[config.mk]
export PLATFORM = sky130hd
export DESIGN_NAME = axi_rd_arb_flat
export DESIGN_NICKNAME = d
export VERILOG_FILES = /design/src/rtl/axi_rd_arb_if.sv /design/src/rtl/axi_rd_arb.sv /design/src/flat_wrapper.sv
export SDC_FILE = /design/constraint.sdc
export NUM_CORES = 1
export LEC_CHECK = 0
export CORE_AREA = 2 2 157 159
export DETAILED_ROUTE_END_ITERATION = 10
export DIE_AREA = 0 0 159 161
export GPL_ROUTABILITY_DRIVEN = 0
export PLACE_DENSITY = 0.64
export SYNTH_ARGS = -nofsm -noshare
export SYNTH_HDL_FRONTEND = slang
export SYNTH_SLANG_ARGS = --single-unit
[constraint.sdc]
create_clock -name I_aclk -period 2.82 [get_ports I_aclk]
set_input_delay 0.282 -clock I_aclk [delete_from_list [all_inputs] [get_ports I_aclk]]
set_output_delay 0.282 -clock I_aclk [all_outputs]
set_load 0.01 [all_outputs]
[src/rtl/axi_rd_arb_if.sv]
// Bus bundle for the two-requester AXI read arbiter.
// Names are seen from the arbiter: I_* flow into it and O_* flow out of it.
// The master modport is the arbiter itself. The slave modport is the
// environment, which drives the requesters and the downstream slave.
interface axi_rd_arb_if #(
  parameter int unsigned C_DATA_WIDTH = 128,
  parameter int unsigned C_ADDR_WIDTH = 32
);

  // Requester-facing AR channel
  logic [2*C_ADDR_WIDTH-1:0] I_req_araddr;
  logic [15:0]               I_req_arlen;
  logic [1:0]                I_req_arvalid;
  logic [1:0]                O_req_arready;

  // Requester-facing R channel; data and tags are broadcast to both requesters
  logic [C_DATA_WIDTH-1:0]   O_req_rdata;
  logic [1:0]                O_req_rvalid;
  logic                      O_req_rlast;
  logic [1:0]                O_req_rresp;
  logic [1:0]                I_req_rready;

  // Downstream AR channel
  logic [C_ADDR_WIDTH-1:0]   O_araddr;
  logic [7:0]                O_arlen;
  logic [3:0]                O_arid;
  logic                      O_arvalid;
  logic                      I_arready;

  // Downstream R channel
  logic [C_DATA_WIDTH-1:0]   I_rdata;
  logic                      I_rvalid;
  logic                      I_rlast;
  logic [1:0]                I_rresp;
  logic [3:0]                I_rid;
  logic                      O_rready;

  // Status
  logic [1:0]                O_grant;
  logic                      O_busy;
  logic                      O_err;

  modport master (
    input  I_req_araddr, I_req_arlen, I_req_arvalid, I_req_rready,
    input  I_arready, I_rdata, I_rvalid, I_rlast, I_rresp, I_rid,
    output O_req_arready, O_req_rdata, O_req_rvalid, O_req_rlast, O_req_rresp,
    output O_araddr, O_arlen, O_arid, O_arvalid, O_rready,
    output O_grant, O_busy, O_err
  );

  modport slave (
    output I_req_araddr, I_req_arlen, I_req_arvalid, I_req_rready,
    output I_arready, I_rdata, I_rvalid, I_rlast, I_rresp, I_rid,
    input  O_req_arready, O_req_rdata, O_req_rvalid, O_req_rlast, O_req_rresp,
    input  O_araddr, O_arlen, O_arid, O_arvalid, O_rready,
    input  O_grant, O_busy, O_err
  );

endinterface

[src/rtl/axi_rd_arb.sv]
// Two-requester AXI read arbiter. It keeps one burst outstanding at a time
// and grants round-robin between the two requesters.
// The R channel is routed to the current owner, and the beats of each burst
// are counted against the requested length. A protocol error sets a sticky
// flag. An error never cuts a burst short; only I_rlast ends the data phase.
module axi_rd_arb #(
  parameter int unsigned C_DATA_WIDTH = 128,
  parameter int unsigned C_ADDR_WIDTH = 32
) (
  input  logic          I_aclk,
  input  logic          I_arst,
  axi_rd_arb_if.master  io_bus
);

  typedef enum logic [1:0] {
    StIdle = 2'd0,
    StAddr = 2'd1,
    StData = 2'd2
  } state_e;

  localparam int unsigned AW = C_ADDR_WIDTH;

  // State registers
  state_e          r_state;
  logic            r_g;          // current owner index
  logic            r_last;       // last owner; a tie goes to the other requester
  logic [8:0]      r_cnt;        // beats accepted so far in this burst
  logic [8:0]      r_exp;        // beats expected in this burst (arlen + 1)
  logic [AW-1:0]   r_araddr;
  logic [7:0]      r_arlen;
  logic [3:0]      r_arid;
  logic            r_arvalid;
  logic            r_err;

  // Next-state values
  state_e          w_state_nxt;
  logic            w_g_nxt;
  logic            w_last_nxt;
  logic [8:0]      w_cnt_nxt;
  logic [8:0]      w_exp_nxt;
  logic [AW-1:0]   w_araddr_nxt;
  logic [7:0]      w_arlen_nxt;
  logic [3:0]      w_arid_nxt;
  logic            w_arvalid_nxt;
  logic            w_err_nxt;

  // Combinational outputs
  logic [1:0]      w_grant;
  logic [1:0]      w_req_arready;
  logic [1:0]      w_req_rvalid;
  logic            w_rready;

  // Arbitration and beat helpers
  logic            w_any_req;
  logic            w_pick;
  logic [AW-1:0]   w_sel_addr;
  logic [7:0]      w_sel_len;
  logic            w_beat;
  logic [8:0]      w_cnt_inc;
  logic            w_unused;

  assign w_any_req = |io_bus.I_req_arvalid;
  // With both requesting, the one that did not own the last burst wins.
  // A lone requester wins no matter where the pointer stands.
  assign w_pick     = (&io_bus.I_req_arvalid) ? ~r_last : io_bus.I_req_arvalid[1];
  assign w_sel_addr = w_pick ? io_bus.I_req_araddr[2*AW-1:AW] : io_bus.I_req_araddr[AW-1:0];
  assign w_sel_len  = w_pick ? io_bus.I_req_arlen[15:8] : io_bus.I_req_arlen[7:0];
  assign w_beat     = (r_state == StData) & io_bus.I_rvalid & w_rready;
  assign w_cnt_inc  = r_cnt + 9'd1;

  // Only the low ID bit identifies the requester
  assign w_unused = ^io_bus.I_rid[3:1];

  // State register with synchronous reset
  always_ff @(posedge I_aclk) begin
    if (I_arst) begin
      r_state   <= StIdle;
      r_g       <= 1'b0;
      r_last    <= 1'b1;
      r_cnt     <= 9'd0;
      r_exp     <= 9'd0;
      r_araddr  <= '0;
      r_arlen   <= 8'd0;
      r_arid    <= 4'd0;
      r_arvalid <= 1'b0;
      r_err     <= 1'b0;
    end else begin
      r_state   <= w_state_nxt;
      r_g       <= w_g_nxt;
      r_last    <= w_last_nxt;
      r_cnt     <= w_cnt_nxt;
      r_exp     <= w_exp_nxt;
      r_araddr  <= w_araddr_nxt;
      r_arlen   <= w_arlen_nxt;
      r_arid    <= w_arid_nxt;
      r_arvalid <= w_arvalid_nxt;
      r_err     <= w_err_nxt;
    end
  end

  // Next-state logic: grant, address issue, beat counting and error detection
  always_comb begin
    w_state_nxt   = r_state;
    w_g_nxt       = r_g;
    w_last_nxt    = r_last;
    w_cnt_nxt     = r_cnt;
    w_exp_nxt     = r_exp;
    w_araddr_nxt  = r_araddr;
    w_arlen_nxt   = r_arlen;
    w_arid_nxt    = r_arid;
    w_arvalid_nxt = r_arvalid;
    w_err_nxt     = r_err;

    unique case (r_state)
      StIdle: begin
        // No burst is outstanding, so any data beat is a stray
        if (io_bus.I_rvalid) w_err_nxt = 1'b1;
        if (w_any_req) begin
          w_state_nxt   = StAddr;
          w_g_nxt       = w_pick;
          w_araddr_nxt  = w_sel_addr;
          w_arlen_nxt   = w_sel_len;
          w_arid_nxt    = {3'b000, w_pick};
          w_arvalid_nxt = 1'b1;
        end
      end

      StAddr: begin
        if (io_bus.I_rvalid) w_err_nxt = 1'b1;
        // The registered request issues even if the requester withdrew it
        if (r_arvalid && io_bus.I_arready) begin
          w_arvalid_nxt = 1'b0;
          w_cnt_nxt     = 9'd0;
          w_exp_nxt     = {1'b0, r_arlen} + 9'd1;
          w_state_nxt   = StData;
        end
      end

      StData: begin
        if (w_beat) begin
          w_cnt_nxt = w_cnt_inc;
          if (io_bus.I_rid[0] != r_g) w_err_nxt = 1'b1;
          if (io_bus.I_rlast) begin
            if (w_cnt_inc != r_exp) w_err_nxt = 1'b1;
            w_state_nxt = StIdle;
            w_last_nxt  = r_g;
          end else if (w_cnt_inc == r_exp) begin
            // The final beat arrived without rlast; keep waiting for rlast
            w_err_nxt = 1'b1;
          end
        end
      end

      default: w_state_nxt = StIdle;
    endcase
  end

  // Owner-based routing of the handshake signals
  always_comb begin
    w_grant       = 2'b00;
    w_req_arready = 2'b00;
    w_req_rvalid  = 2'b00;
    w_rready      = 1'b0;
    unique case (r_state)
      StAddr: begin
        w_grant[r_g]       = 1'b1;
        w_req_arready[r_g] = io_bus.I_arready;
      end
      StData: begin
        w_grant[r_g]      = 1'b1;
        w_req_rvalid[r_g] = io_bus.I_rvalid;
        w_rready          = io_bus.I_req_rready[r_g];
      end
      default: ;
    endcase
  end

  assign io_bus.O_req_arready = w_req_arready;
  assign io_bus.O_req_rvalid  = w_req_rvalid;
  assign io_bus.O_rready      = w_rready;
  assign io_bus.O_grant       = w_grant;
  assign io_bus.O_busy        = (r_state != StIdle);
  assign io_bus.O_err         = r_err;

  assign io_bus.O_araddr  = r_araddr;
  assign io_bus.O_arlen   = r_arlen;
  assign io_bus.O_arid    = r_arid;
  assign io_bus.O_arvalid = r_arvalid;

  // Data, last and response are broadcast; the per-requester valid qualifies them
  assign io_bus.O_req_rdata = io_bus.I_rdata;
  assign io_bus.O_req_rlast = io_bus.I_rlast;
  assign io_bus.O_req_rresp = io_bus.I_rresp;

endmodule

[src/flat_wrapper.sv]
// flat-port wrapper written by rule: the top's interface ports become plain ports
module axi_rd_arb_flat 
#(
  parameter int unsigned C_DATA_WIDTH = 128,
  parameter int unsigned C_ADDR_WIDTH = 32
)
  (I_aclk, I_arst, io_bus_I_req_araddr, io_bus_I_req_arlen, io_bus_I_req_arvalid, io_bus_I_req_rready, io_bus_I_arready, io_bus_I_rdata, io_bus_I_rvalid, io_bus_I_rlast, io_bus_I_rresp, io_bus_I_rid, io_bus_O_req_arready, io_bus_O_req_rdata, io_bus_O_req_rvalid, io_bus_O_req_rlast, io_bus_O_req_rresp, io_bus_O_araddr, io_bus_O_arlen, io_bus_O_arid, io_bus_O_arvalid, io_bus_O_rready, io_bus_O_grant, io_bus_O_busy, io_bus_O_err);
  axi_rd_arb_if #(.C_DATA_WIDTH(C_DATA_WIDTH), .C_ADDR_WIDTH(C_ADDR_WIDTH)) io_bus_i ();
  input  logic I_aclk;
  input  logic I_arst;
  input wire logic [$bits(io_bus_i.I_req_araddr)-1:0] io_bus_I_req_araddr;
  input wire logic [$bits(io_bus_i.I_req_arlen)-1:0] io_bus_I_req_arlen;
  input wire logic [$bits(io_bus_i.I_req_arvalid)-1:0] io_bus_I_req_arvalid;
  input wire logic [$bits(io_bus_i.I_req_rready)-1:0] io_bus_I_req_rready;
  input wire logic [$bits(io_bus_i.I_arready)-1:0] io_bus_I_arready;
  input wire logic [$bits(io_bus_i.I_rdata)-1:0] io_bus_I_rdata;
  input wire logic [$bits(io_bus_i.I_rvalid)-1:0] io_bus_I_rvalid;
  input wire logic [$bits(io_bus_i.I_rlast)-1:0] io_bus_I_rlast;
  input wire logic [$bits(io_bus_i.I_rresp)-1:0] io_bus_I_rresp;
  input wire logic [$bits(io_bus_i.I_rid)-1:0] io_bus_I_rid;
  output wire logic [$bits(io_bus_i.O_req_arready)-1:0] io_bus_O_req_arready;
  output wire logic [$bits(io_bus_i.O_req_rdata)-1:0] io_bus_O_req_rdata;
  output wire logic [$bits(io_bus_i.O_req_rvalid)-1:0] io_bus_O_req_rvalid;
  output wire logic [$bits(io_bus_i.O_req_rlast)-1:0] io_bus_O_req_rlast;
  output wire logic [$bits(io_bus_i.O_req_rresp)-1:0] io_bus_O_req_rresp;
  output wire logic [$bits(io_bus_i.O_araddr)-1:0] io_bus_O_araddr;
  output wire logic [$bits(io_bus_i.O_arlen)-1:0] io_bus_O_arlen;
  output wire logic [$bits(io_bus_i.O_arid)-1:0] io_bus_O_arid;
  output wire logic [$bits(io_bus_i.O_arvalid)-1:0] io_bus_O_arvalid;
  output wire logic [$bits(io_bus_i.O_rready)-1:0] io_bus_O_rready;
  output wire logic [$bits(io_bus_i.O_grant)-1:0] io_bus_O_grant;
  output wire logic [$bits(io_bus_i.O_busy)-1:0] io_bus_O_busy;
  output wire logic [$bits(io_bus_i.O_err)-1:0] io_bus_O_err;
  assign io_bus_i.I_req_araddr = io_bus_I_req_araddr;
  assign io_bus_i.I_req_arlen = io_bus_I_req_arlen;
  assign io_bus_i.I_req_arvalid = io_bus_I_req_arvalid;
  assign io_bus_i.I_req_rready = io_bus_I_req_rready;
  assign io_bus_i.I_arready = io_bus_I_arready;
  assign io_bus_i.I_rdata = io_bus_I_rdata;
  assign io_bus_i.I_rvalid = io_bus_I_rvalid;
  assign io_bus_i.I_rlast = io_bus_I_rlast;
  assign io_bus_i.I_rresp = io_bus_I_rresp;
  assign io_bus_i.I_rid = io_bus_I_rid;
  assign io_bus_O_req_arready = io_bus_i.O_req_arready;
  assign io_bus_O_req_rdata = io_bus_i.O_req_rdata;
  assign io_bus_O_req_rvalid = io_bus_i.O_req_rvalid;
  assign io_bus_O_req_rlast = io_bus_i.O_req_rlast;
  assign io_bus_O_req_rresp = io_bus_i.O_req_rresp;
  assign io_bus_O_araddr = io_bus_i.O_araddr;
  assign io_bus_O_arlen = io_bus_i.O_arlen;
  assign io_bus_O_arid = io_bus_i.O_arid;
  assign io_bus_O_arvalid = io_bus_i.O_arvalid;
  assign io_bus_O_rready = io_bus_i.O_rready;
  assign io_bus_O_grant = io_bus_i.O_grant;
  assign io_bus_O_busy = io_bus_i.O_busy;
  assign io_bus_O_err = io_bus_i.O_err;
  axi_rd_arb #(.C_DATA_WIDTH(C_DATA_WIDTH), .C_ADDR_WIDTH(C_ADDR_WIDTH)) u_core (.I_aclk(I_aclk), .I_arst(I_arst), .io_bus(io_bus_i));
endmodule
# Word-level counts from Yosys, hierarchy flattened
# Index checks and enable logic that the tools add are counted.
dict set report op_classes {
  add_sub_neg 2
  n_mul 0
  div_mod_pow 0
  order_cmp 2
  n_eq_ne 10
  shift 0
  n_mux 29
  n_bitwise 5
  n_reduce_logical 18
}
# cell count
set ops {}
lappend ops {{two-way mux 32 bit} 1}
lappend ops {{two-way mux 9 bit} 2}
lappend ops {{one-hot mux 9 bit (2 select lines)} 1}
lappend ops {{two-way mux 2 bit} 7}
lappend ops {{two-way mux 1 bit} 13}
lappend ops {{AND reduction 3 bit} 4}
lappend ops {{adder 8 x 1 -> 9 bit (second input constant)} 1}
lappend ops {{adder 9 x 1 -> 9 bit (second input constant)} 1}
lappend ops {{equality test 9 bit} 1}
lappend ops {{inequality test 9 bit} 1}
lappend ops {{two-way mux 8 bit} 1}
lappend ops {{inequality test 2 x 1 -> 1 bit (second input constant)} 4}
lappend ops {{nonzero test 2 bit} 4}
lappend ops {{one-hot mux 2 bit (3 select lines)} 1}
lappend ops {{AND reduction 2 bit} 3}
lappend ops {{OR reduction 2 bit} 3}
lappend ops {{AND 2 bit} 2}
lappend ops {{one-hot mux 1 bit (2 select lines)} 2}
lappend ops {{AND reduction 4 bit} 1}
lappend ops {{AND 1 bit} 2}
lappend ops {{equality test 2 x 1 -> 1 bit (second input constant)} 1}
lappend ops {{equality test 2 bit (second input constant)} 1}
lappend ops {{logical AND 1 bit} 2}
lappend ops {{logical NOT 2 bit} 1}
lappend ops {{other kinds (6)} 6}
dict set report word_totals {
  regBits 64
  latchBits 0
  mem_bits_rw 0
  rom_bits 0
  in_bits 223
  wordCells 75
  mem_count 0
}

# Logic depth before layout (Yosys ltp)
# Gate-level depths: netlist of run 1.
dict set report logic_depth {
  depth_word 6
  ltp_mapped 9
  mapped_depth_nobuf 8
}

# Worst setup path before layout of run 1
# OpenSTA, ideal clock, no wires.
dict set report synth_path {
  kind {reg2reg}
  startpoint {reg u_core.r_cnt[0]}
  endpoint {reg u_core.r_err, in the netlist u_core.io_bus.O_err}
  t_arrival_ns 1.869
  required_time_ns 2.695
  path_slack_ns 0.825
  path_stages_with_launch 9
  path_buffers 1
  cell_sequence {dfxtp_1 ha_1 and3_2 clkbuf_1 a21oi_1 nor4b_1 nand4_1 xnor2_1 o41a_1}
}
dict set report synth_between {
  elab_chain_cells 6
}
# item line_no
set synth_rtl {}
lappend synth_rtl {{start: declaration} axi_rd_arb.sv:27} ;# logic [8:0] r_cnt;
lappend synth_rtl {{start signal: assignment} axi_rd_arb.sv:91} ;# r_cnt <= w_cnt_nxt;
lappend synth_rtl {{adder 9 x 1 -> 9 bit *} axi_rd_arb.sv:69} ;# assign w_cnt_inc = r_cnt + 9'd1;
lappend synth_rtl {{equality test 9 bit or inequality test 9 bit (tied branches)} {axi_rd_arb.sv:147, axi_rd_arb.sv:144}}
lappend synth_rtl {{two-way mux 1 bit, on equally long branches} {axi_rd_arb.sv:147, axi_rd_arb.sv:144}}
lappend synth_rtl {{two-way mux 1 bit *} axi_rd_arb.sv:143} ;# if (io_bus.I_rlast) begin
lappend synth_rtl {{two-way mux 1 bit *} axi_rd_arb.sv:140} ;# if (w_beat) begin
lappend synth_rtl {{one-hot mux 1 bit (2 select lines) *} axi_rd_arb.sv:114} ;# unique case (r_state)
lappend synth_rtl {{end signal: assignment} axi_rd_arb.sv:97} ;# r_err <= w_err_nxt;
lappend synth_rtl {{end: declaration} axi_rd_arb.sv:33} ;# logic r_err;
# Mark *: on every way between the ends. The rest lies on a longest branch, timed or not. The select of a mux whose other input is x is not followed.
# A chain may end at the register's enable or synchronous reset.

# Worst setup path in the final report of run 1
dict set report layout_path {
  startpoint {reg u_core.r_state[0]}
  endpoint {reg u_core.r_cnt[6]}
}
dict set report layout_between {
  elab_chain_cells 5
}
# item line_no
set layout_rtl {}
lappend layout_rtl {{start: declaration} axi_rd_arb.sv:24} ;# state_e r_state;
lappend layout_rtl {{start signal: assignment} axi_rd_arb.sv:77} ;# r_state <= StIdle;
lappend layout_rtl {{start signal: assignment} axi_rd_arb.sv:88} ;# r_state <= w_state_nxt;
lappend layout_rtl {{equality test 2 bit} {axi_rd_arb.sv:68, axi_rd_arb.sv:114, axi_rd_arb.sv:164}}
lappend layout_rtl {{AND 1 bit or two-way mux 1 bit (tied branches)} {axi_rd_arb.sv:68, axi_rd_arb.sv:164}}
lappend layout_rtl {{AND 1 bit} axi_rd_arb.sv:68} ;# assign w_beat = (r_state == StData) & io_bus.I_rvalid & w_rready;
lappend layout_rtl {{inequality test 2 x 1 -> 1 bit (no source line)} n/a}
lappend layout_rtl {{AND reduction 3 bit (no source line)} n/a}
# Parallel ways exist; a longest one is shown, timed or not.

==> impl.org, run 1 <==
** Setup path
- The startpoint identified for the worst register-to-register timing path is u_core.r_state[0]$_SDFFE_PP0P_.
- R2R cell count :: 8
- Critical path start-end classification :: flip-flop to flip-flop
- The worst register-to-register path ends at u_core.r_cnt[6]$_SDFFE_PP0P_.
- Worst-case register-to-register setup slack :: 0.57 ns
- Sort of element at the start of the critical path :: flip-flop
- The worst setup path is captured at a flip-flop.
- At the worst endpoint, the required time is 3.09 ns.
- For the worst setup path, the data arrival time is 2.53 ns.
- CP Max Fanout :: 14

** Synthesis
- In the synthesized netlist the dominant register cell turns out to be sky130_fd_sc_hd__dfxtp_1.
- The cell area that synthesis handed to floorplanning was around 4300 µm².
- Distinct cell type count after synthesis :: 41
- Share of async-settable or async-resettable flops after synthesis :: 0%
- After Yosys synthesis, and, or, nand and nor cells account for 14.4% of the synthesized area.
- Synthesized-area fraction occupied by ao, oa, aoi and oai cells :: between 10% and 20%
- Sequential cells were found to cover 30.0% of the synthesized design area.
- A synthesized cell averages between 8 and 9 µm².
- Synth Instances :: between 500 and 600
- Yosys mapped a number of flops with a built-in enable equal to 0.
- Multiplexer share of the synthesized area :: a little over a tenth
- After Yosys synthesis, XOR and XNOR cells account for between 3 and 4% of the synthesized area.
- Total of flip-flops plus latches after synthesis :: 64
- Dominant combinational cell family by area after synthesis :: buffers and inverters
- Arithmetic-cell share of the synthesized area counting full adders, half adders and majority gates :: 1.46%
- During synthesis, Yosys emitted a total of 0 warnings.

** GRT
- The first global-routing pass estimated 17500 µm of wire.
- The initial antenna violation count is 0.
- Maximum number of pins on one net before global-route repair :: 70
- The total overflow left after global routing is 0.
- The via count of the first global-routing pass came to 3133.
- Global routing used roughly 9% of the available tracks across all layers.

** Power and ir drop
- Summing internal, switching and leakage power gives 4.18 mW.
- The internal power of the cells totals 2.73 mW.
- Leakage Power :: 1.91 nW
- Across the VDD grid, the largest voltage drop is 0.000281 V.
- Power spread over the standard cell area amounts to 776 nW/µm².
- In this run, the combinational gates consume ~40% of the power.
- Net load switching power :: around 1.5 mW
- Registers are responsible for 31.6% of the overall power.
- The clock network is responsible for 27.5% of the overall power.
- Net switching is 34.7% of the power.

** Die
- The die covers about 26000 µm².
- The floorplan step set the die height to between 150 and 200 µm.
- The floorplan step defined a core boundary enclosing 24000 µm².
- Overall die width :: 159 µm
- Row generation in the floorplan step produced 57 rows.
- For this configuration, the core starts out at a cell density of 17.8%.
- I/O pin count :: slightly above 400

** Hold path
- The startpoint identified for the worst hold timing path is u_core.r_exp[8]$_SDFFE_PP0P_.
- The worst hold path terminates at u_core.r_exp[8]$_SDFFE_PP0P_.
- The worst hold path belongs to the class flip-flop to flip-flop.
- Hold Path Cell Cnt :: 2

** STA
- The worst pin sits at a relative slew slack of 56.1%.
- Setup violations remaining at the end of the flow were counted as 0.
- For this run, the top clock speed supported by timing is 0.444 GHz.
- For the final database, setup skew stands at 0.00753 ns.
- Final WS setup :: 0.565 ns
- The max-slew violation count came to 0.
- After routing, the total negative slack on setup checks comes to 0 ns.
- On the final layout, the worst hold slack is 0.491 ns.
- The number of endpoints with negative hold slack in the final report is 0.
- Unrepaired setup endpoints after global routing :: no
- The smallest clock period supported by the final layout is computed as 2.25 ns.
- For the pin with the worst max-slew slack, the measured transition is 0.659 ns.
- Post-route clock period utilization :: 80.0%

** Route
- In the final routed layout, each cell accounts on average for between 10 and 15 µm.
- Vias per cell :: 3.87
- The pre-antenna-repair detailed-routing pass consisted of 4 iterations.
- In the routed design, unresolved DRC markers number 0.
- In this run the remaining antenna-violating nets after routing total 0.
- Total via count after detailed routing :: roughly 3300
- For this block, the routed nets add up to 11500 µm of wire.
- Starting DRC count in detailed routing :: about 110

** CTS
- TritonCTS built the clock tree.
- Buffers inserted to repair hold after CTS numbered 0.
- Clock root buffer :: sky130_fd_sc_hd__clkbuf_16
- Number of buffers created by CTS :: 9
- For the worst-skew pair, the clock arrives at the later sink with an insertion delay of between 0.3 and 0.4 ns.
- Post-CTS setup buffer count :: 0
- H-tree levels :: 3
- Clock slew at the register clock pins of the worst setup and hold paths :: 0.06 ns
- The number of gates resized after CTS was 0.
- Sinks on Clock Net :: 64
- Bufs on Longest Clock Path :: 2

** Cells and area
- Layout filler cell count :: 2718
- From synthesis to final layout, the design area changed by 26.1%.
- Number of antenna cells inserted :: 0
- Final std cells w/o fill :: roughly 840
- Share of post-route cells with drive strength above 1 :: 7.14%
- Footprint of the flip-flops and latches :: 1280 µm²
- With fillers left out, the area of the finished cells amounts to 5390 µm².
- Once layout is complete, the utilization of the core stands at 22.5%.
- Total Nets Final :: 741
- Area of combinational cells with multiple inputs :: 1860 µm²

** Outcome
- Result of the run :: finished clean

** Placed design
- Worst slack at placement :: 0.584 ns
- Input and output buffers added on the ports amount to 141.
- Including well taps, the total number of placed cells is 826.
- Placed wire-length estimate after detailed placement :: 9090 µm
- Once placement finished, the instance area stood at 5080 µm².

** Run
- The tool flagged a number of max-cap violations equal to 0.
## area by class of cell
cell class              instances  share of cell area, %
clock inverters                 6                   1.25
flip-flops and latches         64                   23.8
inverters                       7                  0.488
clock buffers                  10                   4.44
multi-input cells             282                   34.6
repair buffers                149                   27.9
well taps                     324                   7.53
## logic make-up (layout without fill, tap and decap cells)
family / Yosys count / after routing
other: 1 / 3
buffers and inverters: 169 / 172
DFF: 64 / 64
adders and majority gates: 5 / 5
muxes: 45 / 45
AOI/OAI and AO/OA: 79 / 79
xor gates and xnor gates: 18 / 18
and+or+nand+nor: 132 / 132
## power groups by stage
stage	sequential, mW	combinational (mW)	clock (mW)
finish	1.32	1.71	1.15
global route	1.36	1.91	1.22
CTS	1.33	1.73	1.19
detailed placement	1.35	1.73	0
global placement	1.34	1.72	0
floorplan	1.40	1.03	0
## routing by layer
| layer | global-route usage [%] | share of wire [%] |
|---|---|---|
| met4 | 7.07 | 5.7 |
| met2 | 14.4 | 47 |
| met3 | 4.24 | 10 |
| met5 | 0 | 0 |
| met1 | 8.73 | 37 |
## synthesized netlist by cell type, types with 4 or more instances
master                     count  area share, %
sky130_fd_sc_hd__a211oi_1     47            8.3
sky130_fd_sc_hd__a21oi_1      17            2.0
sky130_fd_sc_hd__and3_1        5           0.73
sky130_fd_sc_hd__buf_2         4           0.47
sky130_fd_sc_hd__buf_4       137             24
sky130_fd_sc_hd__clkbuf_1     21            1.8
sky130_fd_sc_hd__dfxtp_1      64             30
sky130_fd_sc_hd__ha_1          5            1.5
sky130_fd_sc_hd__inv_1         7           0.62
sky130_fd_sc_hd__mux2i_1      43             10
sky130_fd_sc_hd__nand2_1      26            2.3
sky130_fd_sc_hd__nand3_1       7           0.82
sky130_fd_sc_hd__nand4_1       5           0.73
sky130_fd_sc_hd__nor2_1       64            5.6
sky130_fd_sc_hd__o21ai_0       9            1.1
sky130_fd_sc_hd__or3_1         5           0.73
sky130_fd_sc_hd__xnor2_1      11            2.3
sky130_fd_sc_hd__xor2_1        7            1.4
## state kept, by name, summed over array words and instances, names as in the netlist
register                 flops
u_core.io_bus.O_araddr      32
u_core.io_bus.O_arlen        8
u_core.io_bus.O_arvalid      1
u_core.io_bus.O_err          1
u_core.r_cnt                 9
u_core.r_exp                 9
u_core.r_g                   1
u_core.r_last                1
u_core.r_state               2
## worst max path at each step
stage / from / slack, ns / to / cells after the start
floorplan: u_core.r_cnt[0]$_SDFFE_PP0P_ / 0.83 / u_core.io_bus.O_err$_SDFFE_PP0P_ / 8
global placement: u_core.r_state[0]$_SDFFE_PP0P_ / 0.59 / u_core.r_cnt[6]$_SDFFE_PP0P_ / 8
detailed placement: u_core.r_state[0]$_SDFFE_PP0P_ / 0.58 / u_core.r_cnt[6]$_SDFFE_PP0P_ / 8
CTS: u_core.r_state[0]$_SDFFE_PP0P_ / 0.55 / io_bus_O_req_rvalid[1] / 4
global route: u_core.r_state[0]$_SDFFE_PP0P_ / 0.36 / u_core.r_cnt[6]$_SDFFE_PP0P_ / 8
finish: u_core.r_state[0]$_SDFFE_PP0P_ / 0.57 / u_core.r_cnt[6]$_SDFFE_PP0P_ / 8
## worst max-delay path, stage by stage (launching register included)
cell	delay [ns]
sky130_fd_sc_hd__dfxtp_1	0.38
sky130_fd_sc_hd__inv_1	0.08
sky130_fd_sc_hd__ha_1	0.37
sky130_fd_sc_hd__inv_1	0.26
sky130_fd_sc_hd__a21oi_1	0.09
sky130_fd_sc_hd__nor2_2	0.14
sky130_fd_sc_hd__nand2_1	0.15
sky130_fd_sc_hd__or4_1	0.57
sky130_fd_sc_hd__a21oi_1	0.15
## cell usage in the layout (no fill, tap or decap), drive strengths merged, types with 3 or more instances in the layout
| cell | count |
|---|---|
| buf | 9 |
| clkdlybuf4s50 | 140 |
| nor2b | 3 |
| and3 | 7 |
| a21oi | 17 |
| clkbuf | 10 |
| mux2i | 43 |
| xor2 | 7 |
| o21ai | 9 |
| ha | 5 |
| conb | 3 |
| or3 | 6 |
| dfxtp | 64 |
| nand3 | 7 |
| a211oi | 47 |
| xnor2 | 11 |
| nand2 | 26 |
| nor2 | 65 |
| inv | 8 |
| nand4 | 6 |
(Power assumes the default switching activity.)
==> run 2, diff against run 1 <==
Clock period 2.82 ns to 2.31 ns, I/O delays scaled along.
==> run 2 against run 1 <==
Effect of this change:
- final area up 1.6%
- total power up 27%
- clock skew up 0.00081 ns
- first-iteration DRC count down 14%
- core utilization up 0.37 points
- critical endpoint is now u_core.io_bus.O_err$_SDFFE_PP0P_
- via count up 1.7%
- highest routed layer unchanged
- register-to-register slack worse by 0.37 ns
- sequential cell count unchanged
- worst hold slack worse by 0.078 ns
- sequential power up 23%
- clock power up 31%
- count of clock-buffer cells in the layout down 1
==> impl.org, run 2 (synthesis gave the netlist of run 1 again) <==
** STA
- Unrepaired setup endpoints after global routing :: no (unchanged)
- The final critical-path setup slack came to 0.200 ns (was 0.565 ns).
- Maximum clock frequency :: 0.474 GHz (was 0.444 GHz)
- The final critical-path share of the clock period is 91.3% (was 80.0%).
- The number of endpoints with negative hold slack in the final report came to 0 (unchanged).
- Setup violators final :: 0 (unchanged)
- The worst relative slew slack came to 65.5% (was 56.1%).
- The worst clock skew was 0.00835 ns (was 0.00753 ns).
- The final setup TNS came to 0 ns (unchanged).
- The time the final worst path needs with I/O delays and setup was 2.11 ns (was 2.25 ns).
- The pin slew with the least headroom to its limit was 0.517 ns (was 0.659 ns).
- The max-slew violation count was 0 (unchanged).
- The final hold slack came to 0.413 ns (was 0.491 ns).

** Die
- Overall die width :: 159 µm (unchanged)
- The number of top-level design ports came to 408 (unchanged).
- Full die area :: 25600 µm² (unchanged)
- The number of rows in the core area came to 57 (unchanged).
- The height of the chip was 161 µm (unchanged).
- The starting utilization of the core area came to 17.8% (unchanged).
- The area of the core was 24000 µm² (unchanged).

** Route
- Starting DRC count in detailed routing :: 91 (was 106)
- The routed wire length came to 11500 µm (about the same).
- The final routed DRC violation total was 0 (unchanged).
- The vias per cell is 3.89 (was 3.87).
- The detail-routed net length per standard cell came to 13.5 µm (was 13.7 µm).
- Number of nets with antenna violations after routing :: 0 (unchanged)
- DR pass1 iterations :: 4 (unchanged)
- The detailed-route via count is 3316 (was 3259).

** Power and ir drop
- The worst vdd rail ir drop is 0.000404 V (was 0.000281 V).
- Net load switching power :: 1.82 mW (was 1.45 mW)
- Internal cell power :: 3.51 mW (was 2.73 mW)
- Ratio of total power to cell area :: 974 nW/µm² (was 776 nW/µm²)
- The total leakage power came to 1.97 nW (was 1.91 nW).
- Proportion of total power due to net switching :: 34.1% (was 34.7%)
- Sequential fraction of design power :: 30.4% (was 31.6%)
- The portion of total power attributed to combinational logic was 41.3% (was 40.9%).
- Clock network fraction of design power :: 28.3% (was 27.5%)

** Setup path
- Maximum single-stage delay on the critical path :: 0.46 ns (was 0.57 ns)
- Sort of element at the start of the critical path :: flip-flop (unchanged)
- The start-to-end type of the worst setup path is flip-flop to flip-flop (unchanged).
- The number of logic stages on the critical path including buffering came to 6 (was 8).
- Worst setup path endpoint :: u_core.io_bus.O_err$_SDFFE_PP0P_ (was u_core.r_cnt[6]$_SDFFE_PP0P_)
- The maximum fanout along the worst path was 6 (was 14).
- The buffer and inverter count on the worst path is 0 (was 2).
- The dominant delay contributor by cell family on the critical path is simple AND/OR/NAND/NOR gates (unchanged).
- Worst path cell trace :: nand4_2 -> or3_1 -> a2111oi_2 -> nand4_1 -> xnor2_1 -> o41a_1 (was inv_1 -> ha_1 -> inv_1 -> a21oi_1 -> nor2_2 -> nand2_1 -> or4_1 -> a21oi_1)
- The setup slack on the worst flop-to-flop path was 0.20 ns (was 0.57 ns).
- The origin of the worst setup path was u_core.r_cnt[0]$_SDFFE_PP0P_ (was u_core.r_state[0]$_SDFFE_PP0P_).
- The kind of end point of the critical path is a flip-flop (unchanged).
- The number of cell instances on the worst register-to-register path is 6 (was 8).
- The data required time at the worst endpoint is 2.53 ns (was 3.09 ns).
- The cell with the largest stage delay on the worst path is sky130_fd_sc_hd__dfxtp_1 (was sky130_fd_sc_hd__or4_1).
- The start of the worst register-to-register path is u_core.r_cnt[0]$_SDFFE_PP0P_ (was u_core.r_state[0]$_SDFFE_PP0P_).
- The destination of the worst register-to-register timing path is u_core.io_bus.O_err$_SDFFE_PP0P_ (was u_core.r_cnt[6]$_SDFFE_PP0P_).
- The data arrival time of the worst path is 2.33 ns (was 2.53 ns).

** GRT
- The via count of the first global-routing pass is 3190 (was 3133).
- Maximum number of pins on one net before global-route repair :: 42 (was 70)
- Global-route wire length before repair :: 17700 µm (was 17500 µm)
- The initial antenna violation count came to 0 (unchanged).
- Residual overflow from global routing :: 0 (unchanged)
- GRT Util Overall :: 8.85% (was 8.88%)

** Cells and area
- The antenna diode instance count is 0 (unchanged).
- Highest-count cells in the layout ignoring fill and taps :: sky130_fd_sc_hd__clkdlybuf4s50_1, sky130_fd_sc_hd__nor2_1, sky130_fd_sc_hd__dfxtp_1, sky130_fd_sc_hd__a211oi_1, sky130_fd_sc_hd__mux2i_1 (was sky130_fd_sc_hd__clkdlybuf4s50_1, sky130_fd_sc_hd__dfxtp_1, sky130_fd_sc_hd__nor2_1, sky130_fd_sc_hd__a211oi_1, sky130_fd_sc_hd__mux2i_1)
- The ratio of cells with drive above 1 in the final layout is 9.28% (was 7.14%).
- The flip-flop count of the largest register after layout is 32 (unchanged).
- Layout filler cell count :: 2695 (was 2718)
- Commonest non-fill, non-tap cell in the layout :: sky130_fd_sc_hd__clkdlybuf4s50_1 (unchanged)
- The count of nets after finishing is 751 (was 741).
- Area growth from synthesis to final layout :: 28.2% (was 26.1%)

** Placed design
- Worst slack at placement :: 0.171 ns (was 0.584 ns)
- Placed wire-length estimate after detailed placement :: 9060 µm (was 9090 µm)
- The number of I/O port buffers was 141 (unchanged).

** Hold path
- Tightest Hold Check Type :: primary input to flip-flop (was flip-flop to flip-flop)

** Run
- The number of max-cap violations came to 0 (unchanged).

** CTS
- Post-CTS setup buffer count :: 0 (unchanged)
- The clock latency on the worst-skew pair is 0.33 ns (was 0.34 ns).
- Clock slew at the register clock pins of the worst setup and hold paths :: 0.06 ns (about the same)
- Number of buffers created by CTS :: 9 (unchanged)
- CTS tree :: built (unchanged)
- H-tree levels :: 3 (unchanged)
- The CTS sink count was 64 (unchanged).
- Bufs on Longest Clock Path :: 2 (unchanged)
- The clock root buffer is sky130_fd_sc_hd__clkbuf_16 (unchanged).

** Outcome
- Result of the run: finished clean (unchanged).
[run 2: how the worst min path moves through the flow]
stage / cells past startpoint / from / end / slack, ns
final: 3 / I_arst / u_core.io_bus.O_araddr[30]$_SDFFE_PP0P_ / 0.41
after CTS: 3 / I_arst / u_core.io_bus.O_arlen[1]$_SDFFE_PP0P_ / 0.41
after detailed placement: 0 / io_bus_I_rdata[100] / io_bus_O_req_rdata[100] / 0.46
after floorplan: 3 / io_bus_I_arready / u_core.io_bus.O_arvalid$_SDFFE_PP0P_ / 0.42
after global placement: 0 / io_bus_I_rdata[100] / io_bus_O_req_rdata[100] / 0.46
after global routing: 3 / I_arst / u_core.io_bus.O_arvalid$_SDFFE_PP0P_ / 0.42
[run 2: layout make-up]
| cell class | count | area [µm²] | area share (%) |
|---|---|---|---|
| Timing Repair Buffer | 159 | 1570 | 28.6 |
| Clock buffer | 9 | 225 | 4.12 |
| Inverter | 7 | 26.3 | 0.480 |
| Clock inverter | 7 | 103 | 1.87 |
| Multi-Input combinational cell | 282 | 1860 | 34.1 |
| Sequential cell | 64 | 1280 | 23.4 |
| Tap cell | 324 | 405 | 7.41 |
[run 2: layer usage]
| layer | wire [µm] | vias to the layer above | track usage, % |
|---|---|---|---|
| li1 | - | 1641 | - |
| met1 | 4250 | 1388 | 8.77 |
| met2 | 5440 | 213 | 14.8 |
| met3 | 1220 | 74 | 3.93 |
| met4 | 643 | 0 | 6.45 |
| met5 | 0 | - | 0 |
[run 2: repair_timing]
action | CTS | global route
resized for setup | 0 | 2
hold buffers | 0 | 0
endpoints found under the setup margin | 0 | 1
[run 2: metrics by stage]
| step | power (mW) | area, µm² | util, % | cells |
|---|---|---|---|---|
| floorplan | 2.96 | 4280 | - | 515 |
| global placement | 3.86 | 5140 | 21.5 | 836 |
| detailed placement | 3.87 | 5140 | 21.5 | 836 |
| CTS | 5.42 | 5470 | 22.8 | 852 |
| global route | 5.73 | 5470 | 22.8 | 852 |
| finish | 5.33 | 5470 | 22.8 | 852 |
[run 2: worst register-to-register path: cells and delay by family (launching register included)]
family	cells	cell delay [ns]
AO/OA/AOI/OAI	2	0.67
XOR/XNOR	1	0.16
AND/OR/NAND/NOR	3	0.71
flip-flops	1	0.46
[run 2: power by group through the flow]
stage	combinational (mW)	clock, mW	sequential, mW
2_1_floorplan	1.25	0	1.71
3_3_place_gp	2.22	0	1.64
3_5_place_dp	2.22	0	1.65
4_1_cts	2.24	1.56	1.63
5_1_grt	2.46	1.60	1.67
6_report	2.20	1.51	1.62
